===== config.mk =====
export PLATFORM = sky130hd
export DESIGN_NAME = sram_mem_ctrl
export DESIGN_NICKNAME = d
export VERILOG_FILES = /design/src/rtl/sram_mem_ctrl.sv
export SDC_FILE = /design/constraint.sdc
export NUM_CORES = 1
export LEC_CHECK = 0
export ABC_CLOCK_PERIOD_IN_PS = 2300
export CAP_MARGIN = 20
export CORE_MARGIN = 2
export CORE_UTILIZATION = 39
export CTS_BUF_LIST = sky130_fd_sc_hd__clkbuf_16
export DETAILED_ROUTE_END_ITERATION = 8
export PLACE_DENSITY = 0.85
export RECOVER_POWER = 50
export SYNTH_ARGS = -nofsm -noshare
export SYNTH_HDL_FRONTEND = slang
export SYNTH_SLANG_ARGS = --single-unit

===== constraint.sdc =====
create_clock -name clk -period 2.3 [get_ports clk]
set_clock_uncertainty 0.2 [all_clocks]
set_input_delay 0.345 -clock clk [delete_from_list [all_inputs] [get_ports clk]]
set_output_delay 0.345 -clock clk [all_outputs]
set_load 0.005 [all_outputs]

===== src/rtl/sram_mem_ctrl.sv =====
// sram_mem_ctrl: splits 32-bit MEM-stage loads/stores into two wait-stated 16-bit SRAM accesses
module sram_mem_ctrl #(
  parameter int BASE_ADDR   = 1024,
  parameter int WAIT_CYCLES = 2,
  parameter int SRAM_AW     = 18
) (
  input  logic               clk,
  input  logic               rst,
  input  logic               rd_en,
  input  logic               wr_en,
  input  logic [31:0]        address,
  input  logic [31:0]        write_data,
  output logic [31:0]        read_data,
  output logic               ready,
  output logic [SRAM_AW-1:0] sram_addr,
  output logic [15:0]        sram_dq_out,
  output logic               sram_dq_oe,
  input  logic [15:0]        sram_dq_in,
  output logic               sram_we_n,
  output logic               sram_oe_n,
  output logic               sram_ce_n,
  output logic               sram_ub_n,
  output logic               sram_lb_n
);
  typedef enum logic [1:0] {IDLE, LOW, HIGH, DONE} state_t;
  state_t state, state_nx;
  logic [3:0] cnt, cnt_nx;
  logic op_wr;
  logic [SRAM_AW-2:0] wa, wa_q;
  logic [31:0] data_q;
  logic busy, last, req;
  assign req  = rd_en | wr_en;
  assign busy = (state == LOW) | (state == HIGH);
  assign last = cnt == 4'(WAIT_CYCLES - 1);
  assign wa   = (SRAM_AW-1)'((address - 32'(BASE_ADDR)) >> 2);
  // next state and wait-state counter
  always_comb begin
    state_nx = state;
    cnt_nx   = busy && !last ? cnt + 4'd1 : 4'd0;
    case (state)
      IDLE:    state_nx = req ? LOW : IDLE;
      LOW:     state_nx = last ? HIGH : LOW;
      HIGH:    state_nx = last ? DONE : HIGH;
      default: state_nx = IDLE;
    endcase
  end
  // state, request latch and read-data capture on the last cycle of each half
  always_ff @(posedge clk or negedge rst) begin
    if (!rst) begin
      state     <= IDLE;
      cnt       <= 4'd0;
      op_wr     <= 1'b0;
      wa_q      <= '0;
      data_q    <= 32'd0;
      read_data <= 32'd0;
    end else begin
      state <= state_nx;
      cnt   <= cnt_nx;
      if (state == IDLE && req) begin
        op_wr  <= wr_en;
        wa_q   <= wa;
        data_q <= write_data;
      end
      if (state == LOW && last && !op_wr) read_data[15:0] <= sram_dq_in;
      if (state == HIGH && last && !op_wr) read_data[31:16] <= sram_dq_in;
    end
  end
  assign ready       = (state == IDLE && !req) || state == DONE;
  assign sram_addr   = busy ? {wa_q, state == HIGH} : '0;
  assign sram_dq_out = state == LOW ? data_q[15:0] : state == HIGH ? data_q[31:16] : 16'h0;
  assign sram_dq_oe  = busy & op_wr;
  assign sram_we_n   = ~(busy & op_wr & ~last);
  assign sram_oe_n   = ~(busy & ~op_wr);
  assign sram_ce_n   = ~busy;
  assign sram_ub_n   = ~busy;
  assign sram_lb_n   = ~busy;
endmodule


Yosys cells after proc, flatten, opt, wreduce, memory -nomap -nowiden. Index checks and enable logic that the tools add are counted.

Register bits after elaboration: 88. Input bits: 84. Memory bits (writable): 0. Output and inout port bits: 73. Memories kept: 0. Word-level logic and storage cells: 43. ROM bits: 0. Bits in latches: 0.

Equality and inequality tests: 4. Magnitude comparators: 0. Reduce and logical (&&, ||, !) cells: 12. Multipliers: 0. Shift-type cells: 0. Div/mod/pow operators: 0. Bitwise logic cells: 10. Mux-type cells: 8. Add/sub/neg operators: 2.

Operators with widths (count): 16-bit 2-to-1 mux (2); 19-bit by 11-bit subtractor with 19-bit output, second input constant (1); 18-bit 2-to-1 mux (1); 1-bit logical AND (7); 2-bit case mux with 3 select lines (1); 1-bit NOT (5); 4-bit by 1-bit adder with 4-bit output, second input constant (1); 2-bit == test, second input constant (2); 4-bit by 1-bit == test with 1-bit output, second input constant (1); 4-bit 2-to-1 mux (1); 1-bit bitwise AND (3); 1-bit logical NOT (3); 2-bit by 1-bit == test with 1-bit output, second input constant (1); 2-bit logical NOT (1); 1-bit 2-to-1 mux (2); 2-bit 2-to-1 mux (1); 1-bit bitwise OR (2); 1-bit logical OR (1).

Logic depth before layout (Yosys ltp).
Depth in word-level cells: 5. Mapped depth: 6. Gate-level depth less buffers: 5.

Worst setup path after synthesis. No wires, ideal clock.

Path kind: register to register. Start point: register cnt[1]. End point: register read_data[10]. Setup time: 0.125 ns. Slack: 0.188 ns. Stages on the path, launching flop included: 7. Required time: 1.975 ns. Clock period less this slack: 2.112 ns. Path buffers: 1. Arrival: 1.788 ns. Path through: dfrtp_1 > inv_1 > ha_1 > or3b_4 > nor3b_4 > buf_8 > mux2_2.

Cells in the longest elaborated chain, start to end: 3.

RTL lines: start, declared (RTL line 27) `logic [3:0] cnt, cnt_nx;`; start signal, assigned (RTL line 58) `cnt <= cnt_nx;`; 4-bit by 1-bit == test with 1-bit output (RTL line 34) `assign last = cnt == 4'(WAIT_CYCLES - 1);`; 1-bit logical AND (2 in series) (RTL line 64) `if (state == LOW && last && !op_wr) read_data[15:0] <= sram_dq_in;`; end signal, assigned (RTL line 64); end, declared (RTL line 13) `output logic [31:0] read_data,`.

No other way between the ends. A chain may end at the register's enable or synchronous reset.

Worst setup path after layout.
Start point: register state[0]. End point: output sram_dq_out[10].

Cells in the longest elaborated chain, start to end: 3. Elaborated cells between the ends (all ways): 4. Classes of those cells: 2 x eq/ne; 2 x mux.

RTL lines: start, declared (RTL line 26) `state_t state, state_nx;`; start signal, assigned (RTL line 57) `state <= state_nx;`; 2-bit == test (RTL line 70) `assign sram_dq_out = state == LOW ? data_q[15:0] : state == HIGH ? data_q[31:16] : 16'h0;`; 16-bit 2-to-1 mux (RTL line 70); 16-bit 2-to-1 mux * (RTL line 70); end, declared (RTL line 16) `output logic [15:0] sram_dq_out,`.

Mark *: on every way between the ends. The rest lies on a longest branch, timed or not.

==> results.toml <==
[placement]
post-place-ws_ns = -0.155
place_congestion = 0.784
io_buffers = 141
dp_cells = 670
hpwl_mm = 7.08

[worst_setup_path]
r2r_cells = 6
critPathArrivalTime_ns = 1.87
critPathLaunchType = "flop"
crit_chain = "buf_4 > ha_4 > buf_12 > o21ai_1 > clkdlybuf4s50_1"
reg2reg_to = "state[0]"
end_kind = "primary output"
r2r_slack_ns = 0.06
critPathKind = "flop to primary output"
critPathMaxFanout = 16
r2r-start = "state[1]"
required_ns = 1.75
max_stage_delay_ns = 0.52
critPathTopFamily = "buffers and inverters"
cp_slowest_cell = "clkdlybuf4s50_1"
cp_num_buf_inv = 3

[worst_hold_path]
hold_path_startpoint = "data_q[25]"
min_delay_path_depth = 2
hold_class = "flop to flop"
min_to = "data_q[25]"

[run_status]
violations = "negative setup slack"
status = "complete, but fails checks"

[logic_synthesis]
synth_top_area_share_pct = 56.2
synth.cell_area_um2 = 3920
ys_types = 29
seq_area_frac_synth_pct = 56.2
synth-seq-cells = 88
yosysWarnings = 0
synth_async_sr_flop_share_pct = 100
synth_edf_count = 0
ys_top_cells_by_area = "dfrtp_1 56%, nand2_1 16%, mux2_2 9.2%, o21ai_0 2.9%, and2_1 2.9%"
synth_cells = 402
syn_area_per_cell_um2 = 9.74
yosysTopAreaCell = "dfrtp_1"
synthesis.nets = 495
synth_ff_type = "dfrtp_1"

[detailed_routing]
dr.pass1.iters = 4
viasPerCell = 4.76
drc_errors = 0
wirelength_mm = 10.0
wire_per_inst_um = 14.4
drtAntennaViolNets = 0
vias = 3321
drt-initial-drc-count = 88

[global_route]
met2_usage_pct = 33.5
grt_overflow_total = 0
grt_busiest_layer = "met2"
grt_pass1_wl_mm = 16.4
grt_use_met1_pct = 23.1
grt_pass1_vias = 3380
grt_max_degree = 51
grt.total_usage_pct = 18.9
antenna_found_initial = 0
use_met3_pct = 4.70

[timing]
rsz0062_at_grt = "yes"
fin_crit_ns = 2.41
worst_pin_slew_ns = 1.04
max_freq_ghz = 0.414
final_hold_viol_count = 0
setup_viol = 23
slew_headroom_pct = 30.6
setup_slack_ns = -0.113
tns_ns = -0.626
finalCritPeriodShare_pct = 105
slew_viol_final = 0

[cells_and_area]
fillers = 837
final_cells = 697
final_common_cell = "nand2_1"
final_cell_mix = "162 x nand2_1, 88 x dfrtp_1, 84 x clkdlybuf4s50_1"
layout-drive-gt1-share_pct = 18.4
antennaDiodeCount = 0
fin_util_pct = 60.9
num-nets-final = 653
area_growth_pct = 52.1

[cts]
clock_sinks = 88
cts_root_buf = "clkbuf_16"
numCtsBuffers = 9
cts_buffer_depth = 2
clk_latency_ns = 0.33
clk_pin_slew_ns = 0.06
h-tree-depth = 3
cts_tree = "built"

[floorplan]
start_util_pct = 40.1
row_count = 36
fp.dieArea_um2 = 10900
fp.dieH_um = 104
io_pins = 157
coreArea_um2 = 9770
die_w_um = 104

[power]
powerDensity_nw_per_um2 = 1380
ir_drop_mv = 0.540
power.leakage_uw = 0.00294

[job]
max-cap-violations = 0
[report_power, final]
part	internal, uW	switching [uW]	total, uW
logic	2270	1830	4100
registers	2310	401	2710
clock network	821	561	1380
total	5400	2790	8200
[synth_stat cells, drive strengths merged (3+ instances only)]
cell and number:
a31oi 6, and2 18, buf 5, clkbuf 17
dfrtp 88, ha 9, inv 6, mux2 32
nand2 162, nand3 3, nor2 10, nor3b 3
o21ai 24, o31ai 3, or3 3, or4 3
xnor2 3
[registers in the layout, indices dropped and copies added (netlist names)]
name       flops
cnt            4
data_q        32
op_wr          1
read_data     32
state          2
wa_q          17
[logic make-up after synthesis]
family,share of synthesized area [%]
and+or+nand+nor,22.6
DFF,56.2
AOI/OAI and AO/OA,4.98
muxes,9.20
buffers and inverters,3.19
adders and majority gates,2.88
xor gates and xnor gates,0.895
[cell type report]
type,count,area [um2],area share [%]
flip-flops and latches,88,2200,37.0
multi-input cells,286,1650,27.7
repair buffers,169,1640,27.5
clock buffers,9,225,3.78
well taps,133,166,2.79
clock inverters,6,52.6,0.882
inverters,6,22.5,0.378
[worst register-to-register path, delay by kind of cell (launching register included)]
family          cells  cell delay, ns
flops               1            0.43
compound gates      2            0.27
buf+inv             3            0.97
fa+ha+maj           1            0.20
[metrics by stage]
step	cell area [um2]	hold WS (ns)	total power (uW)
finish	5960	0.272	8200
global placement	5600	0.163	6660
detailed placement	5600	0.173	6840
floorplan	3920	-0.151	4510
CTS	5950	0.275	8300
global route	5960	0.280	8800
[layer usage]
layer,share of wire [%],up-vias
met5,0,-
met4,0.69,0
met3,5.5,9
met2,51,115
met1,43,1589
li1,-,1608
[timing repair]
action | CTS | global route
cloned | 2 | 1
pin swaps | 1 | 2
hold buffers | 1 | 0
setup buffers | 5 | 4
setup endpoints to repair | 40 | 40
hold endpoints to repair | 41 | 0
resized for setup | 44 | 67
[worst max path at each step]
| stage | from | endpoint | cells after the start |
|---|---|---|---|
| floorplan | cnt[1] | read_data[10] | 6 |
| global placement | address[10] | wa_q[16] | 6 |
| detailed placement | address[10] | wa_q[16] | 6 |
| CTS | state[0] | sram_dq_out[7] | 6 |
| global route | state[0] | sram_dq_out[10] | 6 |
| finish | state[0] | sram_dq_out[10] | 5 |
Power figures use the tool's default switching activity.
